--- src/rtl/dsp_wd_monitor_if.sv ---
// DSP-side watchdog feed signals: XINTF zone-6 strobe, address bus and WDI toggle pin.
// Pure wiring, no latency; no backpressure (the DSP drives these unconditionally).
// master = DSP / bench side, slave = watchdog side.
interface dsp_wd_monitor_if;
  logic        XZCS6;
  logic        XWE;
  logic [15:0] DSP_A;
  logic        WDI;

  modport master (output XZCS6, output XWE, output DSP_A, output WDI);
  modport slave  (input  XZCS6, input  XWE, input  DSP_A, input  WDI);
endinterface

--- src/rtl/dsp_wd_monitor.sv ---
// DSP hardware watchdog: feed via WDI toggle or XINTF kick write; trips reset the DSP, repeated trips latch fatal.
// Latency: pin edge -> feed 3 cycles, bus strobe -> feed 2 cycles; outputs registered, aligned with wd_state.
// No backpressure: all inputs are sampled every cycle; a held kick strobe counts once.
module dsp_wd_monitor #(
  parameter int unsigned P_PRESC   = 100,
  parameter int unsigned P_TIMEOUT = 400,
  parameter int unsigned P_RST_LEN = 200,
  parameter int unsigned P_BOOT    = 20000,
  parameter logic [15:0] P_KICK    = 16'h03C3,
  parameter int unsigned P_ERR_MAX = 3
) (
  input  logic                    clk_20M,
  input  logic                    reset,
  dsp_wd_monitor_if.slave         bus,
  input  logic                    fatal_clr,
  output logic                    o_WD_DSP_ERR,
  output logic                    WD_DSP_RST,
  output logic                    wd_fatal,
  output logic [1:0]              wd_state,
  output logic [7:0]              wd_trip_cnt
);

  localparam logic [1:0] ST_BOOT = 2'd0;
  localparam logic [1:0] ST_RUN  = 2'd1;
  localparam logic [1:0] ST_RST  = 2'd2;
  localparam logic [1:0] ST_HOLD = 2'd3;

  localparam logic [15:0] PRESC_LAST   = 16'(P_PRESC - 1);
  localparam logic [15:0] TIMEOUT_LAST = 16'(P_TIMEOUT - 1);
  localparam logic [15:0] RSTLEN_LAST  = 16'(P_RST_LEN - 1);
  localparam logic [15:0] BOOT_LAST    = 16'(P_BOOT - 1);
  localparam logic [7:0]  ERR_MAX      = 8'(P_ERR_MAX);

  // Feed path registers
  logic       wdi_s1_q, wdi_s2_q, wdi_prev_q;
  logic       kick_q, kick_prev_q;
  logic       feed_q;
  logic       kick_hit, feed_d;

  // FSM and counters
  logic [1:0]  state_q, state_d;
  logic [15:0] presc_q, presc_d;
  logic [15:0] tcnt_q, tcnt_d;
  logic [7:0]  trip_q, trip_d;
  logic [7:0]  trip_inc;
  logic        fatal_q, fatal_d;
  logic        err_q, err_d;
  logic        rst_out_q, rst_out_d;
  logic        tick;

  assign kick_hit = !bus.XZCS6 && !bus.XWE && (bus.DSP_A == P_KICK);
  // Either pin edge or kick rising edge; both together still make one pulse.
  assign feed_d   = (wdi_s2_q ^ wdi_prev_q) | (kick_q & ~kick_prev_q);

  // Synchronise WDI, register the kick decode, and form the single-cycle feed pulse.
  always_ff @(posedge clk_20M) begin
    if (reset) begin
      wdi_s1_q    <= 1'b0;
      wdi_s2_q    <= 1'b0;
      wdi_prev_q  <= 1'b0;
      kick_q      <= 1'b0;
      kick_prev_q <= 1'b0;
      feed_q      <= 1'b0;
    end else begin
      wdi_s1_q    <= bus.WDI;
      wdi_s2_q    <= wdi_s1_q;
      wdi_prev_q  <= wdi_s2_q;
      kick_q      <= kick_hit;
      kick_prev_q <= kick_q;
      feed_q      <= feed_d;
    end
  end

  assign tick     = (presc_q == PRESC_LAST);
  assign trip_inc = (trip_q == 8'hFF) ? trip_q : trip_q + 8'd1;

  // Next-state logic for the FSM, prescaler, tick counter, trip counter and fatal latch.
  always_comb begin
    state_d = state_q;
    presc_d = tick ? 16'd0 : presc_q + 16'd1;
    tcnt_d  = tick ? tcnt_q + 16'd1 : tcnt_q;
    trip_d  = trip_q;
    fatal_d = fatal_q;

    case (state_q)
      ST_BOOT: begin
        if (tick && tcnt_q == BOOT_LAST) state_d = ST_RUN;
      end
      ST_RUN: begin
        // A feed on the timeout tick wins over the trip.
        if (feed_q) begin
          presc_d = 16'd0;
          tcnt_d  = 16'd0;
          trip_d  = 8'd0;
        end else if (tick && tcnt_q == TIMEOUT_LAST) begin
          state_d = ST_RST;
          trip_d  = trip_inc;
          if (trip_inc >= ERR_MAX) fatal_d = 1'b1;
        end
      end
      ST_RST: begin
        if (tick && tcnt_q == RSTLEN_LAST) state_d = ST_HOLD;
      end
      ST_HOLD: begin
        // Terminal while fatal: freeze the counters so no reboot is ever attempted.
        if (fatal_q) begin
          presc_d = presc_q;
          tcnt_d  = tcnt_q;
        end else if (tick && tcnt_q == BOOT_LAST) begin
          state_d = ST_RUN;
        end
      end
      default: state_d = ST_BOOT;
    endcase

    // Operator clear beats a coincident trip and releases a terminal HOLD.
    if (fatal_clr) begin
      fatal_d = 1'b0;
      trip_d  = 8'd0;
      if (state_q == ST_HOLD && fatal_q) state_d = ST_BOOT;
    end

    // Every state entry starts timing from a clean tick boundary.
    if (state_d != state_q) begin
      presc_d = 16'd0;
      tcnt_d  = 16'd0;
    end
  end

  // Outputs are registered from next-state so they line up with wd_state.
  always_comb begin
    err_d     = (state_d == ST_RST) || (state_d == ST_HOLD) || fatal_d;
    rst_out_d = (state_d == ST_RST);
  end

  // State, counter and output registers.
  always_ff @(posedge clk_20M) begin
    if (reset) begin
      state_q   <= ST_BOOT;
      presc_q   <= 16'd0;
      tcnt_q    <= 16'd0;
      trip_q    <= 8'd0;
      fatal_q   <= 1'b0;
      err_q     <= 1'b0;
      rst_out_q <= 1'b0;
    end else begin
      state_q   <= state_d;
      presc_q   <= presc_d;
      tcnt_q    <= tcnt_d;
      trip_q    <= trip_d;
      fatal_q   <= fatal_d;
      err_q     <= err_d;
      rst_out_q <= rst_out_d;
    end
  end

  assign o_WD_DSP_ERR = err_q;
  assign WD_DSP_RST   = rst_out_q;
  assign wd_fatal     = fatal_q;
  assign wd_state     = state_q;
  assign wd_trip_cnt  = trip_q;

endmodule
--- src/flat_wrapper.sv ---
// flat-port wrapper written by rule: the top's interface ports become plain ports
module dsp_wd_monitor_flat 
#(
  parameter int unsigned P_PRESC   = 100,
  parameter int unsigned P_TIMEOUT = 400,
  parameter int unsigned P_RST_LEN = 200,
  parameter int unsigned P_BOOT    = 20000,
  parameter logic [15:0] P_KICK    = 16'h03C3,
  parameter int unsigned P_ERR_MAX = 3
)
  (clk_20M, reset, fatal_clr, o_WD_DSP_ERR, WD_DSP_RST, wd_fatal, wd_state, wd_trip_cnt, bus_XZCS6, bus_XWE, bus_DSP_A, bus_WDI);
  dsp_wd_monitor_if bus_i ();
  input  logic clk_20M;
  input  logic reset;
  input  logic fatal_clr;
  output logic o_WD_DSP_ERR;
  output logic WD_DSP_RST;
  output logic wd_fatal;
  output logic [1:0] wd_state;
  output logic [7:0] wd_trip_cnt;
  input wire logic [$bits(bus_i.XZCS6)-1:0] bus_XZCS6;
  input wire logic [$bits(bus_i.XWE)-1:0] bus_XWE;
  input wire logic [$bits(bus_i.DSP_A)-1:0] bus_DSP_A;
  input wire logic [$bits(bus_i.WDI)-1:0] bus_WDI;
  assign bus_i.XZCS6 = bus_XZCS6;
  assign bus_i.XWE = bus_XWE;
  assign bus_i.DSP_A = bus_DSP_A;
  assign bus_i.WDI = bus_WDI;
  dsp_wd_monitor #(.P_PRESC(P_PRESC), .P_TIMEOUT(P_TIMEOUT), .P_RST_LEN(P_RST_LEN), .P_BOOT(P_BOOT), .P_KICK(P_KICK), .P_ERR_MAX(P_ERR_MAX)) u_core (.clk_20M(clk_20M), .reset(reset), .bus(bus_i), .fatal_clr(fatal_clr), .o_WD_DSP_ERR(o_WD_DSP_ERR), .WD_DSP_RST(WD_DSP_RST), .wd_fatal(wd_fatal), .wd_state(wd_state), .wd_trip_cnt(wd_trip_cnt));
endmodule
--- config.mk ---
export PLATFORM = sky130hd
export DESIGN_NAME = dsp_wd_monitor_flat
export DESIGN_NICKNAME = d
export VERILOG_FILES = /design/src/rtl/dsp_wd_monitor_if.sv /design/src/rtl/dsp_wd_monitor.sv /design/src/flat_wrapper.sv
export SDC_FILE = /design/constraint.sdc
export NUM_CORES = 1
export LEC_CHECK = 0
export ABC_AREA = 1
export CORE_MARGIN = 2
export CORE_UTILIZATION = 25
export DETAILED_ROUTE_END_ITERATION = 12
export GPL_TIMING_DRIVEN = 0
export PLACE_DENSITY = 0.47
export SYNTH_ARGS = -nofsm -noshare
export SYNTH_HDL_FRONTEND = slang
export SYNTH_SLANG_ARGS = --single-unit
--- constraint.sdc ---
create_clock -name clk_20M -period 4.66 [get_ports clk_20M]
set_clock_uncertainty 0.05 [all_clocks]
set_input_delay 0.699 -clock clk_20M [delete_from_list [all_inputs] [get_ports clk_20M]]
set_output_delay 0.699 -clock clk_20M [all_outputs]
set_load 0.05 [all_outputs]
# Yosys cells after proc, flatten, opt, wreduce, memory -nomap -nowiden
# Index checks and enable logic that the tools add are counted.
classes:
  n_addsub: 3
  multipliers: 0
  n_div: 0
  n_lt_le_gt_ge: 1
  eq_ne: 13
  shifts: 0
  muxes: 24
  bitwise: 4
  n_reduce_logical: 15
op_table:
  columns: ["op", "count"]
  rows:
  - ["2-to-1 mux 16 bit", 6]
  - ["case mux 16 bit (2 select lines)", 2]
  - ["adder 16 x 1 -> 16 bit (second input constant)", 2]
  - ["2-to-1 mux 8 bit", 3]
  - ["equality test 16 x 10 -> 1 bit (second input constant)", 1]
  - ["equality test 16 x 15 -> 1 bit (second input constant)", 1]
  - ["equality test 16 x 7 -> 1 bit (second input constant)", 1]
  - ["equality test 16 x 8 -> 1 bit (second input constant)", 1]
  - ["equality test 16 x 9 -> 1 bit (second input constant)", 1]
  - ["2-to-1 mux 2 bit", 7]
  - ["adder 8 x 1 -> 8 bit (second input constant)", 1]
  - ["equality test 2 bit (second input constant)", 4]
  - ["equality test 8 bit (second input constant)", 1]
  - ["greater-or-equal comparator 8 x 2 -> 1 bit (second input constant)", 1]
  - ["case mux 2 bit (4 select lines)", 1]
  - ["logical AND 1 bit", 6]
  - ["2-to-1 mux 1 bit", 5]
  - ["OR reduction 2 bit", 2]
  - ["equality test 2 x 1 -> 1 bit (second input constant)", 1]
  - ["logical NOT 1 bit", 2]
  - ["logical NOT 2 bit", 1]
  - ["logical OR 1 bit", 2]
  - ["!= test 2 bit", 1]
  - ["!= test 2 bit (second input constant)", 1]
  - ["other kinds (6)", 6]
totals:
  ff_bits: 51
  latch_bits: 0
  ram_bits: 0
  mem_bits_ro: 0
  output_inout_bits: 13
  memories: 0

# Logic depth before layout (Yosys ltp)
logic_depth:
  ltp_word: 10
  mapped_depth: 15

# Least setup slack after synthesis
# Ideal clock, no wire load.
synth_path:
  path_type: "register -> register"
  start: "register u_core.trip_q[0] (netlist: u_core.wd_trip_cnt[0])"
  end: "register u_core.trip_q[5] (netlist: u_core.wd_trip_cnt[5])"
  setup_ns: 0.070
  t_arrival_ns: 2.107
  required_time_ns: 4.540
  slack_ns: 2.433
  stages_incl_launch_ff: 9
  synth_period_minus_slack_ns: 2.227
  cell_sequence: "dfxtp_1 ha_1 nand3_1 nor2_1 nand3_1 nand3_1 o21ai_0 or2_2 a21oi_1"
synth_via:
  elab_chain_len: 4
synth_rtl:
  columns: ["item", "line_no", "source"]
  rows:
  - ["start: declaration", "dsp_wd_monitor.sv:44", "logic [7:0] trip_q, trip_d;"]
  - ["start signal: assignment", "dsp_wd_monitor.sv:150", "trip_q <= trip_d;"]
  - ["adder 8 x 1 -> 8 bit or equality test 8 bit (tied branches)", "dsp_wd_monitor.sv:75", "assign trip_inc = (trip_q == 8'hFF) ? trip_q : trip_q + 8'd1;"]
  - ["2-to-1 mux 8 bit (*)", "dsp_wd_monitor.sv:75", null]
  - ["2-to-1 mux 8 bit (*)", "dsp_wd_monitor.sv:95", "end else if (tick && tcnt_q == TIMEOUT_LAST) begin"]
  - ["2-to-1 mux 8 bit (*)", "dsp_wd_monitor.sv:91", "if (feed_q) begin"]
# Every way passes the cells marked *; elsewhere a longest branch is shown, timed or not. The select of a mux whose other input is x is not followed.
# A chain may end at the register's enable or synchronous reset.

# Worst setup path in the final report
layout_path:
  start: "register u_core.state_q[1] (netlist: u_core.wd_state[1])"
  end: "output wd_state[1]"
layout_lines:
  columns: ["item", "line_no", "source"]
  rows:
  - ["start: declaration", "dsp_wd_monitor.sv:41", "logic [1:0] state_q, state_d;"]
  - ["start signal: assignment", "dsp_wd_monitor.sv:147", "state_q <= state_d;"]
  - ["end: declaration", "flat_wrapper.sv:19", "output logic [1:0] wd_state;"]
# No word-level cell between the ends.

==> impl_metrics.py <==
metrics = {
    "outcome": {
        "outcome": "finished clean",
    },
    "route": {
        "drcViolationCount": 0,
        "initialDrtViolationCount": 258,
        "drtPass1Iterations": 4,
        "route.vias.total": 3422,
        "detail_route.wl_per_cell_um": 12.1,
        "drt.antenna.violating_nets": 0,
        "drt-total-wl_um": 9230,
        "routed_via_density": 4.50,
    },
    "clock_tree": {
        "clock-root-buffer": "sky130_fd_sc_hd__clkbuf_16",
        "clock_path_buffers": 2,
        "post_cts.resized_instances": 0,
        "clk_pin_slew_worst_paths_ns": 0.08,
        "hold_buffers": 0,
        "tritoncts": "built",
        "clk-insertion-delay-late_ns": 0.31,
        "clock_sink_count": 51,
        "cts_setup_buffers": 0,
        "number_of_h_tree_branching_levels": 2,
        "clock_buffers_created_by_tritoncts": 5,
    },
    "setup_path": {
        "timing.critical_path.max_delay_family": "buffers and inverters",
        "cp_data_arrival_time_ns": 1.70,
        "timing.rr.end": "u_core.tcnt_q[14]",
        "reg2reg_setup_slack_ns": 2.38,
        "worst_ep_required_time_ns": 3.91,
        "critPathLaunch": "u_core.wd_state[1]",
        "critical-path-max-stage-delay_ns": 0.88,
        "critical_path.endpoint": "wd_state[1]",
        "criticalPathCategory": "flip-flop to primary output",
        "critical_path_depth_in_cells": 1,
        "capturing_element_type_of_the_critical_path": "primary output",
        "crit_fanout": 6,
        "r2r.worst_path.cells": 14,
        "rr_startpoint": "u_core.presc_q[0]",
        "setup.worst_path.start_class": "flip-flop",
        "worst_path_max_delay_cell": "sky130_fd_sc_hd__clkdlybuf4s50_1",
        "cell_by_cell_trace_of_the_critical_path": "clkdlybuf4s50_1",
        "worst-path-buf-inv": 1,
    },
    "synth": {
        "ys_top_cells_by_count": "sky130_fd_sc_hd__nand2_1, sky130_fd_sc_hd__nor2_1, sky130_fd_sc_hd__inv_1",
        "synth_largest_area_cell": "sky130_fd_sc_hd__dfxtp_1",
        "synth_warnings": 0,
        "synth_top_flop_cell": "sky130_fd_sc_hd__dfxtp_1",
        "netlist.area_leader.share_pct": 27.7,
        "synth.ff_latch_count": 51,
        "synthesis.area_per_instance_um2": 6.89,
        "synth.net_count": 560,
        "synth.distinct_cells": 40,
        "post_synth_inst_count": 535,
        "synth_enable_flop_cells": 0,
        "synth_cell_area_um2": 3690,
        "yosys.cell_count.top_type": "sky130_fd_sc_hd__nand2_1",
        "ys_seq_area_share_pct": 27.7,
        "share_of_flip_flops_with_an_asynchronous_set_or_reset_pct": 0,
        "biggest_area_contributors_in_the_synthesized_netlist": "sky130_fd_sc_hd__dfxtp_1, sky130_fd_sc_hd__nand2_1, sky130_fd_sc_hd__nor2_4",
    },
    "final_layout": {
        "final_util_pct": 30.5,
        "n_fill_cell": 1574,
        "area_of_the_multi_input_gates_um2": 2300,
        "sequential_cell_area_um2": 1020,
        "antenna-diode-count": 0,
        "post_route_cells_drive_above_1_share_pct": 15.6,
        "area.growth.synth_to_final_pct": 19.6,
        "num-nets-final": 601,
        "final-instance-count-excl-fill": 761,
    },
    "timing": {
        "achievable-frequency_mhz": 409,
        "final_max_slew_viol_count": 0,
        "relative_slew_margins_pct": 59.8,
        "setup_tns_ns": 0,
        "post-route-period-util_pct": 52.5,
        "timing_hold_violations_final": 0,
        "endpoints_failing_setup": 0,
        "grt_setup_unrepaired": "false",
        "post_layout_min_period_ns": 2.45,
        "tightestPinTransition_ns": 0.603,
    },
    "floorplanning": {
        "ios": 35,
        "fp.dieH_um": 125,
        "core-area_um2": 14500,
        "floorplan.initialDensity_pct": 25.5,
        "floorplan.die_area_um2": 15700,
        "std_cell_rows": 44,
        "dieWidth_um": 125,
    },
    "grt": {
        "grt_first_pass_wirelength_um": 15700,
        "track_usage_pct": 12.2,
        "grt_antenna_before_repair": 0,
        "first_global_vias": 3238,
        "grt_max_degree": 19,
        "global_route_total_overflow": 0,
    },
    "placed_design": {
        "hpwl_um": 7110,
        "numPlacedInstances": 753,
        "globalplace.congestion": 0.908,
        "place.port_buffers": 34,
    },
    "power": {
        "static_leakage_nw": 1.68,
        "power.ir.vdd_worst_v": 0.000127,
        "p_per_area_nw_per_um2": 204,
    },
    "flow_run": {
        "maxCapViolations": 0,
    },
    "worst_hold_path": {
        "worstHoldPathType": "flip-flop to flip-flop",
    },
}
==> routing by layer <==
| layer | up-vias | GRT usage (%) | share of wire, % |
|---|---|---|---|
| li1 | 1808 | - | - |
| met2 | 67 | 19.3 | 45 |
| met5 | - | 0 | 0 |
| met4 | 0 | 4.71 | 1.9 |
| met1 | 1535 | 16.2 | 50 |
| met3 | 12 | 2.57 | 3.7 |
==> where the power goes <==
group / total [mW] / leakage [nW] / switching [mW] / internal (mW)
Sequential: 0.443 / 0.412 / 0.00429 / 0.439
Clock: 0.394 / 0.0748 / 0.190 / 0.205
Combinational: 0.0604 / 1.20 / 0.0311 / 0.0293
==> area by class of cell <==
cell class / instances / share of cell area, %
multi-input combinational: 403 / 52.1
sequential: 51 / 23.1
timing repair buffer: 34 / 7.72
inverter: 68 / 5.84
tap: 184 / 5.22
clock buffer: 5 / 2.84
buffer: 13 / 2.58
clock inverter: 3 / 0.596
==> worst min-delay path: stages (launching register included) <==
cell and delay [ns]:
sky130_fd_sc_hd__dfxtp_1 0.30, sky130_fd_sc_hd__inv_1 0.04, sky130_fd_sc_hd__nor2_1 0.03
==> stage by stage <==
step	hold WS [ns]	instance area [µm²]	power, mW	setup slack (ns)
final	0.360	4410	0.898	2.21
after detailed placement	0.347	4260	0.515	2.37
after global placement	0.343	4260	0.514	2.36
after global routing	0.378	4410	0.935	2.14
after CTS	0.361	4410	0.917	2.19
after floorplan	0.338	3690	0.488	2.43
==> how the worst min path moves through the flow <==
stage / slack [ns] / endpoint / cells past startpoint / from
final: 0.36 / u_core.wdi_s2_q / 2 / u_core.wdi_s1_q
after global routing: 0.38 / u_core.wdi_s2_q / 2 / u_core.wdi_s1_q
after CTS: 0.36 / u_core.wdi_s2_q / 2 / u_core.wdi_s1_q
after detailed placement: 0.35 / u_core.wdi_s2_q / 2 / u_core.wdi_s1_q
after global placement: 0.34 / u_core.wdi_s2_q / 2 / u_core.wdi_s1_q
after floorplan: 0.34 / u_core.wdi_s2_q / 2 / u_core.wdi_s1_q
==> flip-flops by register name (all words and copies together) (netlist names) <==
name,count
u_core.kick_q,1
u_core.feed_q,1
u_core.WD_DSP_RST,1
u_core.tcnt_q,16
u_core.kick_prev_q,1
u_core.wd_trip_cnt,8
u_core.wdi_s1_q,1
u_core.wd_state,2
u_core.presc_q,16
u_core.wd_fatal,1
u_core.wdi_s2_q,1
u_core.wdi_prev_q,1
u_core.o_WD_DSP_ERR,1
==> cells by family after synthesis <==
kind of cell | share of synthesized area, %
compound gates | 9.06
flops | 27.7
xor+xnor | 3.80
mux | 0.543
fa+ha+maj | 1.02
simple gates | 47.8
buf+inv | 10.1
==> layout by cell type (no fill, tap or decap), drive strengths merged <==
| cell | n |
|---|---|
| nand2 | 128 |
| nor2 | 111 |
| inv | 67 |
| dfxtp | 51 |
| nand3 | 47 |
| clkdlybuf4s50 | 34 |
| a21oi | 25 |
| nor3 | 16 |
| o21ai | 15 |
| nand4 | 14 |
| xor2 | 14 |
| clkbuf | 11 |
| buf | 7 |
| a211oi | 6 |
| o2111ai | 5 |
| o211ai | 5 |
| or2 | 4 |
| clkinv | 4 |
| ha | 3 |
| xnor2 | 2 |
| mux2i | 2 |
| and2 | 1 |
| a22oi | 1 |
| nand3b | 1 |
| nor4b | 1 |
| nor3b | 1 |
| nor4 | 1 |
Power figures use the tool's default switching activity.
